--- src/rtl/axi3_line_master.sv ---
// rtl/axi3_line_master.sv - AXI3 burst master moving whole cache lines over one INCR burst
module axi3_line_master #(
  parameter int ADDR_WIDTH = 32,
  parameter int DATA_WIDTH = 32,
  parameter int LINE_WIDTH = 256
) (
  input  logic                    clk,
  input  logic                    rst,
  // line request side
  input  logic                    rd_req,
  input  logic [ADDR_WIDTH-1:0]   rd_addr,
  output logic                    rd_ready,
  output logic [LINE_WIDTH-1:0]   rd_line,
  output logic                    rd_done,
  input  logic                    wr_req,
  input  logic [ADDR_WIDTH-1:0]   wr_addr,
  input  logic [LINE_WIDTH-1:0]   wr_line,
  output logic                    wr_ready,
  output logic                    wr_done,
  output logic                    busy,
  output logic                    err,
  // AXI3 read address channel
  output logic [3:0]              arid,
  output logic [ADDR_WIDTH-1:0]   araddr,
  output logic [3:0]              arlen,
  output logic [2:0]              arsize,
  output logic [1:0]              arburst,
  output logic [1:0]              arlock,
  output logic [3:0]              arcache,
  output logic [2:0]              arprot,
  output logic                    arvalid,
  input  logic                    arready,
  // AXI3 read data channel
  input  logic [3:0]              rid,
  input  logic [DATA_WIDTH-1:0]   rdata,
  input  logic [1:0]              rresp,
  input  logic                    rlast,
  input  logic                    rvalid,
  output logic                    rready,
  // AXI3 write address channel
  output logic [3:0]              awid,
  output logic [ADDR_WIDTH-1:0]   awaddr,
  output logic [3:0]              awlen,
  output logic [2:0]              awsize,
  output logic [1:0]              awburst,
  output logic [1:0]              awlock,
  output logic [3:0]              awcache,
  output logic [2:0]              awprot,
  output logic                    awvalid,
  input  logic                    awready,
  // AXI3 write data channel
  output logic [3:0]              wid,
  output logic [DATA_WIDTH-1:0]   wdata,
  output logic [DATA_WIDTH/8-1:0] wstrb,
  output logic                    wlast,
  output logic                    wvalid,
  input  logic                    wready,
  // AXI3 write response channel
  input  logic [3:0]              bid,
  input  logic [1:0]              bresp,
  input  logic                    bvalid,
  output logic                    bready
);

  localparam int         BEATS     = LINE_WIDTH / DATA_WIDTH;
  localparam int         OFFS      = $clog2(LINE_WIDTH / 8);
  localparam int         SEL_W     = $clog2(LINE_WIDTH);
  localparam logic [3:0] LAST_BEAT = 4'(BEATS - 1);
  localparam logic [2:0] BEAT_SIZE = 3'($clog2(DATA_WIDTH / 8));

  typedef enum logic [2:0] {IDLE, RD_ADDR, RD_DATA, WR_ADDR, WR_DATA, WR_RESP} state_t;

  state_t                  state_q, state_d;
  logic [ADDR_WIDTH-1:0]   addr_q, addr_d;
  logic [3:0]              cnt_q, cnt_d;
  logic [LINE_WIDTH-1:0]   rd_line_q, rd_line_d;
  logic [LINE_WIDTH-1:0]   wbuf_q, wbuf_d;
  logic                    rd_done_q, rd_done_d;
  logic                    wr_done_q, wr_done_d;
  logic                    err_q, err_d;

  logic                    last_beat;
  logic [SEL_W-1:0]        beat_sel;
  logic                    unused_inputs;

  assign last_beat = (cnt_q == LAST_BEAT);
  assign beat_sel  = SEL_W'(cnt_q) * SEL_W'(DATA_WIDTH);

  // Response ids/codes and the in-line offset bits of request addresses carry no information here
  assign unused_inputs = ^{rid, rresp, bid, bresp, rd_addr[OFFS-1:0], wr_addr[OFFS-1:0]};

  // State and datapath registers; reset abandons any burst without a done pulse
  always_ff @(posedge clk) begin
    if (rst) begin
      state_q   <= IDLE;
      addr_q    <= '0;
      cnt_q     <= '0;
      rd_line_q <= '0;
      wbuf_q    <= '0;
      rd_done_q <= 1'b0;
      wr_done_q <= 1'b0;
      err_q     <= 1'b0;
    end else begin
      state_q   <= state_d;
      addr_q    <= addr_d;
      cnt_q     <= cnt_d;
      rd_line_q <= rd_line_d;
      wbuf_q    <= wbuf_d;
      rd_done_q <= rd_done_d;
      wr_done_q <= wr_done_d;
      err_q     <= err_d;
    end
  end

  // Next state, beat counting, line assembly and done/err pulse generation
  always_comb begin
    state_d   = state_q;
    addr_d    = addr_q;
    cnt_d     = cnt_q;
    rd_line_d = rd_line_q;
    wbuf_d    = wbuf_q;
    rd_done_d = 1'b0;
    wr_done_d = 1'b0;
    err_d     = 1'b0;
    case (state_q)
      IDLE: begin
        if (rd_req) begin
          state_d = RD_ADDR;
          addr_d  = {rd_addr[ADDR_WIDTH-1:OFFS], {OFFS{1'b0}}};
          cnt_d   = '0;
        end else if (wr_req) begin
          state_d = WR_ADDR;
          addr_d  = {wr_addr[ADDR_WIDTH-1:OFFS], {OFFS{1'b0}}};
          cnt_d   = '0;
          wbuf_d  = wr_line;
        end
      end
      RD_ADDR: if (arready) state_d = RD_DATA;
      RD_DATA: begin
        if (rvalid) begin
          rd_line_d[beat_sel +: DATA_WIDTH] = rdata;
          cnt_d = cnt_q + 4'd1;
          // Either end marker closes the burst; disagreement between them is a protocol error
          if (rlast || last_beat) begin
            state_d   = IDLE;
            rd_done_d = 1'b1;
            err_d     = (rlast != last_beat);
          end
        end
      end
      WR_ADDR: if (awready) state_d = WR_DATA;
      WR_DATA: begin
        if (wready) begin
          cnt_d = cnt_q + 4'd1;
          if (last_beat) state_d = WR_RESP;
        end
      end
      WR_RESP: begin
        if (bvalid) begin
          state_d   = IDLE;
          wr_done_d = 1'b1;
        end
      end
      default: state_d = IDLE;
    endcase
  end

  // Channel valids/readies decoded purely from registered state (request readies excepted)
  always_comb begin
    rd_ready = 1'b0;
    wr_ready = 1'b0;
    arvalid  = 1'b0;
    rready   = 1'b0;
    awvalid  = 1'b0;
    wvalid   = 1'b0;
    wlast    = 1'b0;
    bready   = 1'b0;
    case (state_q)
      IDLE: begin
        rd_ready = rd_req;
        wr_ready = wr_req && !rd_req;
      end
      RD_ADDR: arvalid = 1'b1;
      RD_DATA: rready  = 1'b1;
      WR_ADDR: awvalid = 1'b1;
      WR_DATA: begin
        wvalid = 1'b1;
        wlast  = last_beat;
      end
      WR_RESP: bready = 1'b1;
      default: ;
    endcase
  end

  assign araddr  = addr_q;
  assign awaddr  = addr_q;
  assign arlen   = LAST_BEAT;
  assign awlen   = LAST_BEAT;
  assign arsize  = BEAT_SIZE;
  assign awsize  = BEAT_SIZE;
  assign arburst = 2'b01;
  assign awburst = 2'b01;
  assign arid    = '0;
  assign awid    = '0;
  assign wid     = '0;
  assign arlock  = '0;
  assign awlock  = '0;
  assign arcache = '0;
  assign awcache = '0;
  assign arprot  = '0;
  assign awprot  = '0;
  assign wstrb   = '1;
  assign wdata   = wbuf_q[beat_sel +: DATA_WIDTH];

  assign rd_line = rd_line_q;
  assign rd_done = rd_done_q;
  assign wr_done = wr_done_q;
  assign err     = err_q;
  assign busy    = (state_q != IDLE);

endmodule

--- config.mk ---
export PLATFORM = sky130hd
export DESIGN_NAME = axi3_line_master
export DESIGN_NICKNAME = d
export VERILOG_FILES = /design/src/rtl/axi3_line_master.sv
export SDC_FILE = /design/constraint.sdc
export NUM_CORES = 1
export LEC_CHECK = 0
export ABC_CLOCK_PERIOD_IN_PS = 3010
export CAP_MARGIN = 20
export CORE_AREA = 2 2 309 311
export DETAILED_ROUTE_END_ITERATION = 16
export DIE_AREA = 0 0 311 313
export REMOVE_ABC_BUFFERS = 1
export SYNTH_ARGS = -nofsm -noshare
export SYNTH_HDL_FRONTEND = slang
export SYNTH_SLANG_ARGS = --single-unit
--- constraint.sdc ---
create_clock -name clk -period 3.01 [get_ports clk]
set_clock_uncertainty 0.15 [all_clocks]
set_input_delay 0.301 -clock clk [delete_from_list [all_inputs] [get_ports clk]]
set_output_delay 0.301 -clock clk [all_outputs]
set_load 0.01 [all_outputs]
# Yosys cells after proc, flatten, opt, wreduce, memory -nomap -nowiden
# Index checks and enable logic that the tools add are counted.
# W data, S select, Z words.
# totals
register_bits,554
inputBits,374
output_inout_bits,416
wordCells,76
# classes
add_sub_neg,2
n_eq_ne,15
n_shift,3
mux,28
n_bitwise,5
reduce_logical,15
# op_table
operator,n
$bwmux W256,1
$shift A32 B10 Y256 const A,1
$shiftx A256 B9 Y32,1
$shiftx A32 B10 Y256,1
$mux W32,2
$mux W3,9
$pmux W3 S6,1
$mux W4,4
$ne A2 B2 Y1 const B,7
$pmux W4 S3,1
$mux W1,10
$neg A8 Y10,1
$reduce_and A8 Y1,1
$eq A3 B2 Y1 const B,2
$eq A3 B3 Y1 const B,2
$reduce_bool A3 Y1,2
$not A1 Y1,5
$add A4 B1 Y4 const B,1
$eq A4 B3 Y1 const B,1
$reduce_and A2 Y1,2
$reduce_and A4 Y1,1
$reduce_or A4 Y1,1
$eq A3 B1 Y1 const B,1
$logic_not A3 Y1,1
other kinds (9),9

# Logic depth before layout (Yosys ltp)
# depth
word_depth,5
mapped_depth,11
mapped_depth_nobuf,7

# Least setup slack after synthesis
# Ideal clock, no wire load.
# synth_timing
path_kind,flip-flop to flip-flop
from,reg cnt_q[1]
to,reg rd_line_q[152] (netlist: rd_line[152])
setup_ns,0.070
arrival_time_ns,2.633
required_time_ns,2.790
setup_slack_ns,0.157
stages_incl_launch_ff,12
path_buffers,5
period_less_slack_ns,2.853
cell_sequence,dfxtp_1 clkbuf_1 clkbuf_1 inv_1 ha_1 ha_1 clkbuf_1 nor3b_1 clkbuf_1 clkbuf_1 nand3_1 a21oi_1
# synth_between
elab_chain_len,3
word_cells_on_any_way,4
classes_between,add/sub (1); shift (2); mux (1)
# synth_lines
element,line,source
start: declaration,75,"logic [3:0] cnt_q, cnt_d;"
start signal: assignment,106,cnt_q <= cnt_d;
$neg A8 Y10 (*),141,rd_line_d[beat_sel +: DATA_WIDTH] = rdata;
$shiftx A32 B10 Y256 or $shift A32 B10 Y256 (tied branches),141,
$bwmux W256 (*),141,
end signal: assignment,107,rd_line_q <= rd_line_d;
end: declaration,76,"logic [LINE_WIDTH-1:0] rd_line_q, rd_line_d;"
# Every way passes the cells marked *; elsewhere a longest branch is shown, timed or not.
# A chain may end at the register's enable or synchronous reset.

# Worst setup path in the final report
# layout_timing
from,reg cnt_q[0]
to,out wdata[21]
# layout_between
elab_chain_len,1
# layout_lines
element,line,source
$shiftx A256 B9 Y32,213,assign wdata = wbuf_q[beat_sel +: DATA_WIDTH];
end: declaration,53,"output logic [DATA_WIDTH-1:0] wdata,"
# No other way between the ends.

==> flow_summary.ini <==
[routing]
wirelength_mm = 82.2
ant_nets = 0
num_vias = 20700
drc_errors = 0
viasPerCell = 4.48
first_pass_iters = 7
wl_per_cell_um = 17.8
drt-initial-drc-count = 1649

[layout]
layout_common_cells = nand2_1 (867), clkdlybuf4s50_1 (673), dfxtp_1 (546)
nets = 3686
utilization_pct = 34.7
layout-drive-gt1-share_pct = 8.32
final_common_cell = nand2_1
fin_cells = 4619
fillCellCount = 9798
area_delta_synth_final_pct = 45.5
fin_area_mm2 = 0.0327

[cts]
clock_tree.buffer_depth = 3
clock_latency_ps = 620
numCtsBuffers = 59
clockRootBuffer = clkbuf_16
cts_tree = yes
clkTransAtPathRegs_ps = 60
cts.htree.levels = 2
clock_sinks = 549

[worst_setup_path]
crit_top_cell = nand2_1
critPathArrivalTime_ps = 2500
crit_buf_inv = 2
slowest_delay_ps = 490
crit_type = reg -> out
critical_path.max_fanout = 11
path_delay_family = buffers and inverters
cp-end-kind = primary output
cpMaxStageDelayCell = mux4_2
start_kind = flop
cp.required_ps = 2560
path_cells = bufbuf_16 -> mux4_2 -> nand2_1 -> nand2_1 -> clkdlybuf4s50_1

[synth]
synth_cell_types = 48
synth_seq_cells = 549
syn_inst = 2732
synth_edf_count = 0
syn_area_mm2 = 0.0225
ys_warn_count = 0
syn_avg_cell_area_um2 = 8.23
synth_flop_cell = dfxtp_1
ys_seq_area_share_pct = 48.9
async_flop_share_pct = 0

[floorplan]
initial_core_util_pct = 23.9
die_h_um = 313
rows = 113
core-area_mm2 = 0.0942
fp.dieArea_mm2 = 0.0973
die-width_um = 311
io_pins = 790

[sta]
slew_viol_final = 0
fmax_mhz = 339
hold_viol = 0
tightest_slew_ps = 938
grt_setup_unrepaired = yes
finalCritPeriodShare_pct = 97.9
tns_ps = 0
finalCriticalPeriod_ps = 2950
finalWorstSetupSlack_ps = 62.4
max-slew-margin-rel_pct = 37.5
setup_viol = 0

[status]
status = finished, final reports clean

[global_route]
grt_pass1_wl_mm = 122
grt_pass1_vias = 19700
grtUsageTotal_pct = 16.0
grt_max_degree = 194
overflow = 0
antenna_found_initial = 4

[placement]
portBuffers = 705
place.gp.congestion = 0.796
place_area_mm2 = 0.0305
pre_cts_ws_ps = 279
hpwlAfterDp_mm = 55.7
dp.cells = 4490

[pwr]
leakage_uw = 0.0116
cellPowerDensity_mw_per_mm2 = 608
peakVddDrop_mv = 0.379

[job]
max-cap-violations = 0

[hold_path]
hp-class = in -> reg
[per-layer routing]
layer	up-vias	part of all wire [%]	global-route usage, %
li1	10100	-	-
met1	9709	43	21.0
met2	738	47	26.3
met3	105	7.5	4.13
met4	4	2.1	4.14
met5	-	0.033	0
[worst reg2reg max path, cell delays in order (launching register included)]
cell and delay, ps:
dfxtp_4 400, buf_4 190, inv_1 100, ha_1 220, ha_1 190, nand2b_1 410, nor4_4 380, buf_12 270
nand2_1 190, a21oi_1 170
[logic make-up after synthesis]
| group | Yosys count | share of synthesized area (%) |
|---|---|---|
| other | 2 | 0.0334 |
| adder cells (fa/ha/maj) | 5 | 0.278 |
| buffers and inverters | 347 | 7.74 |
| multiplexers | 126 | 9.18 |
| AO/OA/AOI/OAI | 622 | 14.3 |
| XOR/XNOR | 1 | 0.0390 |
| flip-flops | 549 | 48.9 |
| AND/OR/NAND/NOR | 1080 | 19.6 |
[Yosys cell counts (all sizes together), types with 2 or more instances]
library cell | count | area [um^2]
a311oi | 2 | 17.5
or3 | 2 | 12.5
mux2 | 2 | 22.5
a21o | 2 | 15.0
nand2b | 4 | 25.0
a211oi | 27 | 203
mux2i | 60 | 601
clkbuf | 193 | 724
nand3 | 96 | 485
mux4 | 64 | 1440
ha | 5 | 62.6
a21oi | 486 | 2430
buf | 145 | 982
conb | 2 | 7.51
nor4 | 4 | 85.1
nor2b | 4 | 25.0
and2 | 3 | 18.8
clkinv | 2 | 7.51
nand4 | 7 | 50.1
dfxtp | 549 | 11000
nand2 | 868 | 3260
nor3b | 3 | 22.5
nor4bb | 2 | 20.0
inv | 7 | 26.3
nor3 | 10 | 66.3
nor2 | 68 | 255
nand3b | 4 | 30.0
nor4b | 2 | 17.5
o21ai | 99 | 495
[path summary, 6_finish.rpt]
path / start / to / slack, ps / cells after the start
min reg2reg: wbuf_q[102] / wbuf_q[102] / 300 / 2
max reg2reg: cnt_q[0] / rd_line[227] / 270 / 9
min: rst / cnt_q[1] / 50 / 2
max: cnt_q[0] / wdata[21] / 60 / 5
[through the flow]
stage	hold slack, ps	power, uW
after floorplan	220	10400
after global placement	290	12600
after detailed placement	294	12600
after CTS	2.75	20100
after global routing	39.5	20800
final	50.8	19900
[report_power, final]
part | internal, uW | switching [uW] | total, uW
combinational | 2110 | 2210 | 4320
sequential | 7860 | 367 | 8220
clock | 4260 | 3070 | 7330
[sequential cells by signal, summed over array words and instances, names as in the netlist]
| register | cells |
|---|---|
| cnt_q | 4 |
| rd_done | 1 |
| err | 1 |
| wbuf_q | 256 |
| state_q | 3 |
| araddr | 27 |
| rd_line | 256 |
| wr_done | 1 |
[timing repair]
item,4_1_cts,5_1_grt
buffers inserted,5,12
pin swaps,0,0
gates resized for setup,37,31
hold endpoints to repair,3,0
setup endpoints to repair,32,52
gates cloned,3,0
hold buffers,1,0
[layout make-up]
| cell class | instances | area [um^2] | share of cell area, % |
|---|---|---|---|
| sequential | 549 | 11000 | 33.6 |
| multi-input combinational | 1896 | 10000 | 30.7 |
| antenna | 1 | 2.50 | 0.00765 |
| clock buffer | 83 | 1700 | 5.19 |
| inverter | 9 | 41.3 | 0.126 |
| tap | 1265 | 1580 | 4.84 |
| timing repair buffer | 792 | 8120 | 24.8 |
| clock inverter | 24 | 240 | 0.734 |
Power figures use the tool's default switching activity.
